===== config.mk =====
export PLATFORM = sky130hd
export DESIGN_NAME = stopwatch_timebase
export DESIGN_NICKNAME = d
export VERILOG_FILES = /design/src/rtl/stopwatch_pkg.sv /design/src/rtl/bcd_digit_cnt.sv /design/src/rtl/stopwatch_timebase.sv
export SDC_FILE = /design/constraint.sdc
export NUM_CORES = 1
export LEC_CHECK = 0
export ABC_CLOCK_PERIOD_IN_PS = 4100
export BUFFER_PORTS_ARGS = -buffer_cell sky130_fd_sc_hd__buf_2
export CAP_MARGIN = 15
export CORE_UTILIZATION = 45
export DETAILED_ROUTE_END_ITERATION = 8
export GPL_ROUTABILITY_DRIVEN = 0
export MAX_ROUTING_LAYER = met4
export PLACE_DENSITY = 0.78
export SLEW_MARGIN = 10
export SYNTH_ARGS = -nofsm -noshare
export SYNTH_HDL_FRONTEND = slang
export SYNTH_SLANG_ARGS = --single-unit

===== constraint.sdc =====
create_clock -name clk -period 4.1 [get_ports clk]
set_input_delay 0.615 -clock clk [delete_from_list [all_inputs] [get_ports clk]]
set_output_delay 0.615 -clock clk [all_outputs]
set_load 0.01 [all_outputs]

===== src/rtl/stopwatch_pkg.sv =====
// Shared types and constants for the stopwatch timebase.
// The BCD digit type, the terminal values for the decimal and base-6 digits,
// the default prescale, and the per-digit terminal-value lookup.
package stopwatch_pkg;

    localparam int NUM_DIGITS   = 6;
    localparam int PRESCALE_DEF = 10;

    typedef logic [3:0] bcd_t;

    // Digit order, LSB first: cs_lo, cs_hi, sec_lo, sec_hi, min_lo, min_hi
    typedef logic [NUM_DIGITS-1:0][3:0] digits_t;

    localparam bcd_t DIG_MAX_DEC = 4'd9;
    localparam bcd_t DIG_MAX_SEX = 4'd5;

    // sec_hi and min_hi count 0-5, every other digit counts 0-9
    function automatic bcd_t dig_max(input int idx);
        return (idx == 3 || idx == 5) ? DIG_MAX_SEX : DIG_MAX_DEC;
    endfunction

endpackage


===== src/rtl/bcd_digit_cnt.sv =====
// One BCD digit of the elapsed-time cascade.
// It counts 0..MAX on each inc and wraps to 0. A value above MAX, which can
// only come from an upset, is forced to 0 on the next inc and produces no
// carry.
module bcd_digit_cnt
    import stopwatch_pkg::*;
#(
    parameter bcd_t MAX = DIG_MAX_DEC
) (
    input  logic clk,
    input  logic rst,
    input  logic clr,
    input  logic inc,
    output bcd_t q,
    output logic carry
);

    // Carry only from a legal terminal value, so a corrupted digit never ripples
    assign carry = inc && (q == MAX);

    // Digit register: clear has priority, and wrap/repair happen on inc
    always_ff @(posedge clk or posedge rst) begin
        if (rst) begin
            q <= '0;
        end else if (clr) begin
            q <= '0;
        end else if (inc) begin
            q <= (q >= MAX) ? '0 : q + 1'b1;
        end
    end

endmodule


===== src/rtl/stopwatch_timebase.sv =====
// Stopwatch timebase: a prescaler divides the 1 kHz clock into 10 ms ticks,
// and six cascaded BCD digits (mm:ss.cc) count those ticks.
// Optional macro STOPWATCH_LAP_HOLD_EN: a rising edge on lap toggles a hold
// flag. While hold is set, the digit outputs show a snapshot and counting
// continues. Without the macro, lap is ignored.
module stopwatch_timebase #(
    parameter int PRESCALE = stopwatch_pkg::PRESCALE_DEF,
    parameter int PRE_W    = 4
) (
    input  logic       clk,
    input  logic       rst,
    input  logic       time_en,
    input  logic       clr,
    input  logic       lap,
    output logic [3:0] cs_lo,
    output logic [3:0] cs_hi,
    output logic [3:0] sec_lo,
    output logic [3:0] sec_hi,
    output logic [3:0] min_lo,
    output logic [3:0] min_hi,
    output logic       ovf
);
    import stopwatch_pkg::*;

    localparam logic [PRE_W-1:0] PRE_LAST = PRE_W'(PRESCALE - 1);

    logic [PRE_W-1:0] pre;
    logic             tick;
    digits_t          live;
    digits_t          disp;

    assign tick = time_en && (pre == PRE_LAST);

    // Prescaler: advances only while enabled, so a pause keeps the sub-tick phase
    always_ff @(posedge clk or posedge rst) begin
        if (rst) begin
            pre <= '0;
        end else if (clr) begin
            pre <= '0;
        end else if (time_en) begin
            pre <= (pre >= PRE_LAST) ? '0 : pre + 1'b1;
        end
    end

    // Digit cascade: each digit's inc is the carry of the digit below it.
    // Each stage has its own inc/cy nets, so no vector loops back on itself.
    for (genvar i = 0; i < NUM_DIGITS; i++) begin : g_dig
        logic inc;
        logic cy;
        if (i == 0) begin : g_first
            assign inc = tick;
        end else begin : g_next
            assign inc = g_dig[i-1].cy;
        end
        bcd_digit_cnt #(
            .MAX (dig_max(i))
        ) u_dig (
            .clk   (clk),
            .rst   (rst),
            .clr   (clr),
            .inc   (inc),
            .q     (live[i]),
            .carry (cy)
        );
    end

    // Rollover pulse: the top digit's carry is exactly the 59:59.99 -> 00:00.00 tick
    always_ff @(posedge clk or posedge rst) begin
        if (rst) begin
            ovf <= 1'b0;
        end else if (clr) begin
            ovf <= 1'b0;
        end else begin
            ovf <= g_dig[NUM_DIGITS-1].cy;
        end
    end

`ifdef STOPWATCH_LAP_HOLD_EN
    logic    lap_q;
    logic    hold;
    digits_t snap;

    // Lap hold: edge-detect lap, toggle hold, and capture the live digits when hold is set
    always_ff @(posedge clk or posedge rst) begin
        if (rst) begin
            lap_q <= 1'b0;
            hold  <= 1'b0;
            snap  <= '0;
        end else begin
            lap_q <= lap;
            if (clr) begin
                hold <= 1'b0;
            end else if (lap && !lap_q) begin
                hold <= !hold;
                if (!hold) begin
                    snap <= live;
                end
            end
        end
    end

    assign disp = hold ? snap : live;
`else
    logic unused_lap;
    assign unused_lap = lap;
    assign disp       = live;
`endif

    assign cs_lo  = disp[0];
    assign cs_hi  = disp[1];
    assign sec_lo = disp[2];
    assign sec_hi = disp[3];
    assign min_lo = disp[4];
    assign min_hi = disp[5];

endmodule

==> metrics.txt <==
max-cap violations=0; required time of the worst setup path=approximately 4.3 ns; maximum clock insertion buffer count=2; largest net degree at the start of global routing=30; Post-synth EDFFs=0; Fmax=449.3 MHz; number of library cell types mapped by synthesis=40; worst clock skew=between 0.002 and 0.0025 ns; GR Overflow Total=0; CP Data Arrival Time=between 2 and 2.5 ns; number of hold buffers added after CTS=0; Post-Syn Area=1881 um2; max incr delay on CP=0.47 ns; synth warn=0; peak supply drop=approximately 0.00025 V; Total Neg Setup Slack=0 ns; Filler Cell Count=~370; post-CTS setup buffer count=0; global-route wire length before repair=roughly 6300 um; Initial Util=0.4701; Main synth FF type=dfrtp_1; CP max FO=11; Mapped Cells=around 200; DR DRC count=0; Lkg Pwr=roughly 1 nW; initial antenna violation count=0; share of the synthesized area in the top cell type=0.3859; Die ar.=4442 um2; via count=between 1500 and 2000; critical path type=flip-flop to flip-flop; drt first-iter violations=91; drt wl/cell=between 10 and 15 um; TritonCTS clock tree=yes; clock sink count=29; top post-synthesis cells by area=dfrtp_1 39%, ha_1 14%, o21ai_0 5.1%, inv_1 4.2%, a21oi_1 4.0%; Startpoint Class=flip-flop; worst path cell trace=inv_1 -> ha_1 -> and4b_1 -> nand4_1 -> o21ai_0 -> o211ai_1; minimum clock period=between 2 and 2.5 ns; largest area contributor in the netlist=dfrtp_1; synthesized area per cell=just over 9 um2; Hold Violations, Final=0; Skew-Pair Late Insertion Delay=approximately 0.28 ns; nets=approximately 260; DRT Wirelength=between 3000 and 4000 um; layout cells sized above 1=0.1845; clk root buf=clkbuf_8; unrepaired setup endpoints after global routing=no; Clock transition at path regs=approximately 0.060 ns; syn_nets=~230; CTS Buf Count=5; register area share after synthesis=0.3859; PwrDens=roughly 260 nW/um2; GR Util All Layers=0.1965; IO Port Bufs=28; Max Slew Vio Count=0; HPWL after DPL=2633 um; part of the cycle the worst path needs=0.5429; top-count cell post-synth=dfrtp_1; antenna cells=0; WHS=0.3906 ns; CP max-delay cell=o21ai_0; Yosys reg bits=29; Worst-Margin Slew=approximately 0.47 ns; Worst slew margin=0.6882; Setup violations, final=0; Die H=around 67 um; die width=around 67 um; CP Capture Type=flip-flop; status=finished clean; FP Rows=23; num ports=30; layout overhead on the synthesized area=13.11%; commonest cells in the netlist=29 x dfrtp_1, 21 x ha_1, 21 x inv_1, 19 x o21ai_0, 15 x a21oi_1; vias in the first global route=between 1000 and 1500; Avg Vias per Cell=5.534; Final ANT Viol Nets=0; Core Area=4000 um2; Initial DRT Pass Iterations=4; Synth async-reset ratio=1.000; H-tree depth reported by CTS=2; CTS-repair resized insts=0; hold crit path type=input port to async pin
[layout by cell type (no fill, tap or decap), types with 3 or more instances in the layout]
master and count:
dfrtp_1 29, buf_2 28, inv_1 21, ha_1 21
o21ai_0 19, a21oi_1 15, nand2_1 12, nand3_1 12
nand4_1 7, nor2_1 6, nand3b_1 5, clkbuf_8 5
nand2b_1 4, and3b_1 3, or3b_2 3, a211oi_1 3
nand4b_1 3, nor3_1 3, a22o_1 3, clkbuf_1 3
[power breakdown]
| group | switching (mW) | internal, mW |
|---|---|---|
| sequential | 0.00573 | 0.290 |
| combinational | 0.0224 | 0.0127 |
| clock | 0.107 | 0.120 |
[layout make-up]
class	instances	area, um2	area share
Timing Repair Buffer	29	147.6	0.06941
Clock buffer	8	80.08	0.03765
Tap cell	50	62.56	0.02941
Sequential cell	29	725.7	0.3412
Multi-Input combinational cell	146	1032	0.4853
Inverter	21	78.83	0.03706
[registers in the layout, indices dropped and copies added (netlist names)]
name,count
g_dig.u_dig.q,24
ovf,1
pre,4
[metal layers]
metal / routed length, um / vias up / track usage
met2: 1749 / 26 / 0.2955
met4: 54 / 0 / 0.07713
met5: 0 / - / -
met1: 1729 / 755 / 0.2481
li1: - / 780 / -
met3: 130 / 5 / 0.05651
[kinds of logic after synthesis]
group	after synthesis	share of synthesized area
AOI/OAI and AO/OA	50	0.1597
xor gates and xnor gates	4	0.01863
adders and majority gates	21	0.1397
buffers and inverters	28	0.06520
DFF	29	0.3859
muxes	2	0.01198
and+or+nand+nor	69	0.2189
[through the flow]
stage	power, mW	setup WS, ns	cells	area [um2]	util
detailed placement	0.3373	1.790	275	2047	0.5117
global route	0.5815	1.583	283	2127	0.5317
CTS	0.5662	1.876	283	2127	0.5317
finish	0.5583	1.874	283	2127	0.5317
floorplan	0.3247	2.438	203	1881	-
global placement	0.3366	1.827	275	2047	0.5117
[path summary, 6_finish.rpt]
path / from / endpoint / slack, ns / depth (start not counted)
max: pre[1]$_DFFE_PP0P_ / g_dig[4].u_dig.q[3]$_DFFE_PP0P_ / 1.87 / 6
min in group clk: g_dig[1].u_dig.q[1]$_DFFE_PP0P_ / g_dig[1].u_dig.q[1]$_DFFE_PP0P_ / 0.56 / 2
min: rst / pre[0]$_DFFE_PP0P_ / 0.39 / 3
max reg2reg: pre[1]$_DFFE_PP0P_ / g_dig[4].u_dig.q[3]$_DFFE_PP0P_ / 1.87 / 6
min reg2reg: g_dig[1].u_dig.q[1]$_DFFE_PP0P_ / g_dig[1].u_dig.q[1]$_DFFE_PP0P_ / 0.56 / 2
max in group asynchronous: rst / g_dig[4].u_dig.q[2]$_DFFE_PP0P_ / 3.44 / 3
[worst max-delay path: cells and delay by family, from the launching register on]
family / cells / cell delay [ns]
AOI/OAI and AO/OA: 2 / 0.61
DFF: 1 / 0.41
and+or+nand+nor: 2 / 0.82
adders and majority gates: 1 / 0.17
buffers and inverters: 1 / 0.09
Note: power is estimated with default switching activity, not from simulation.
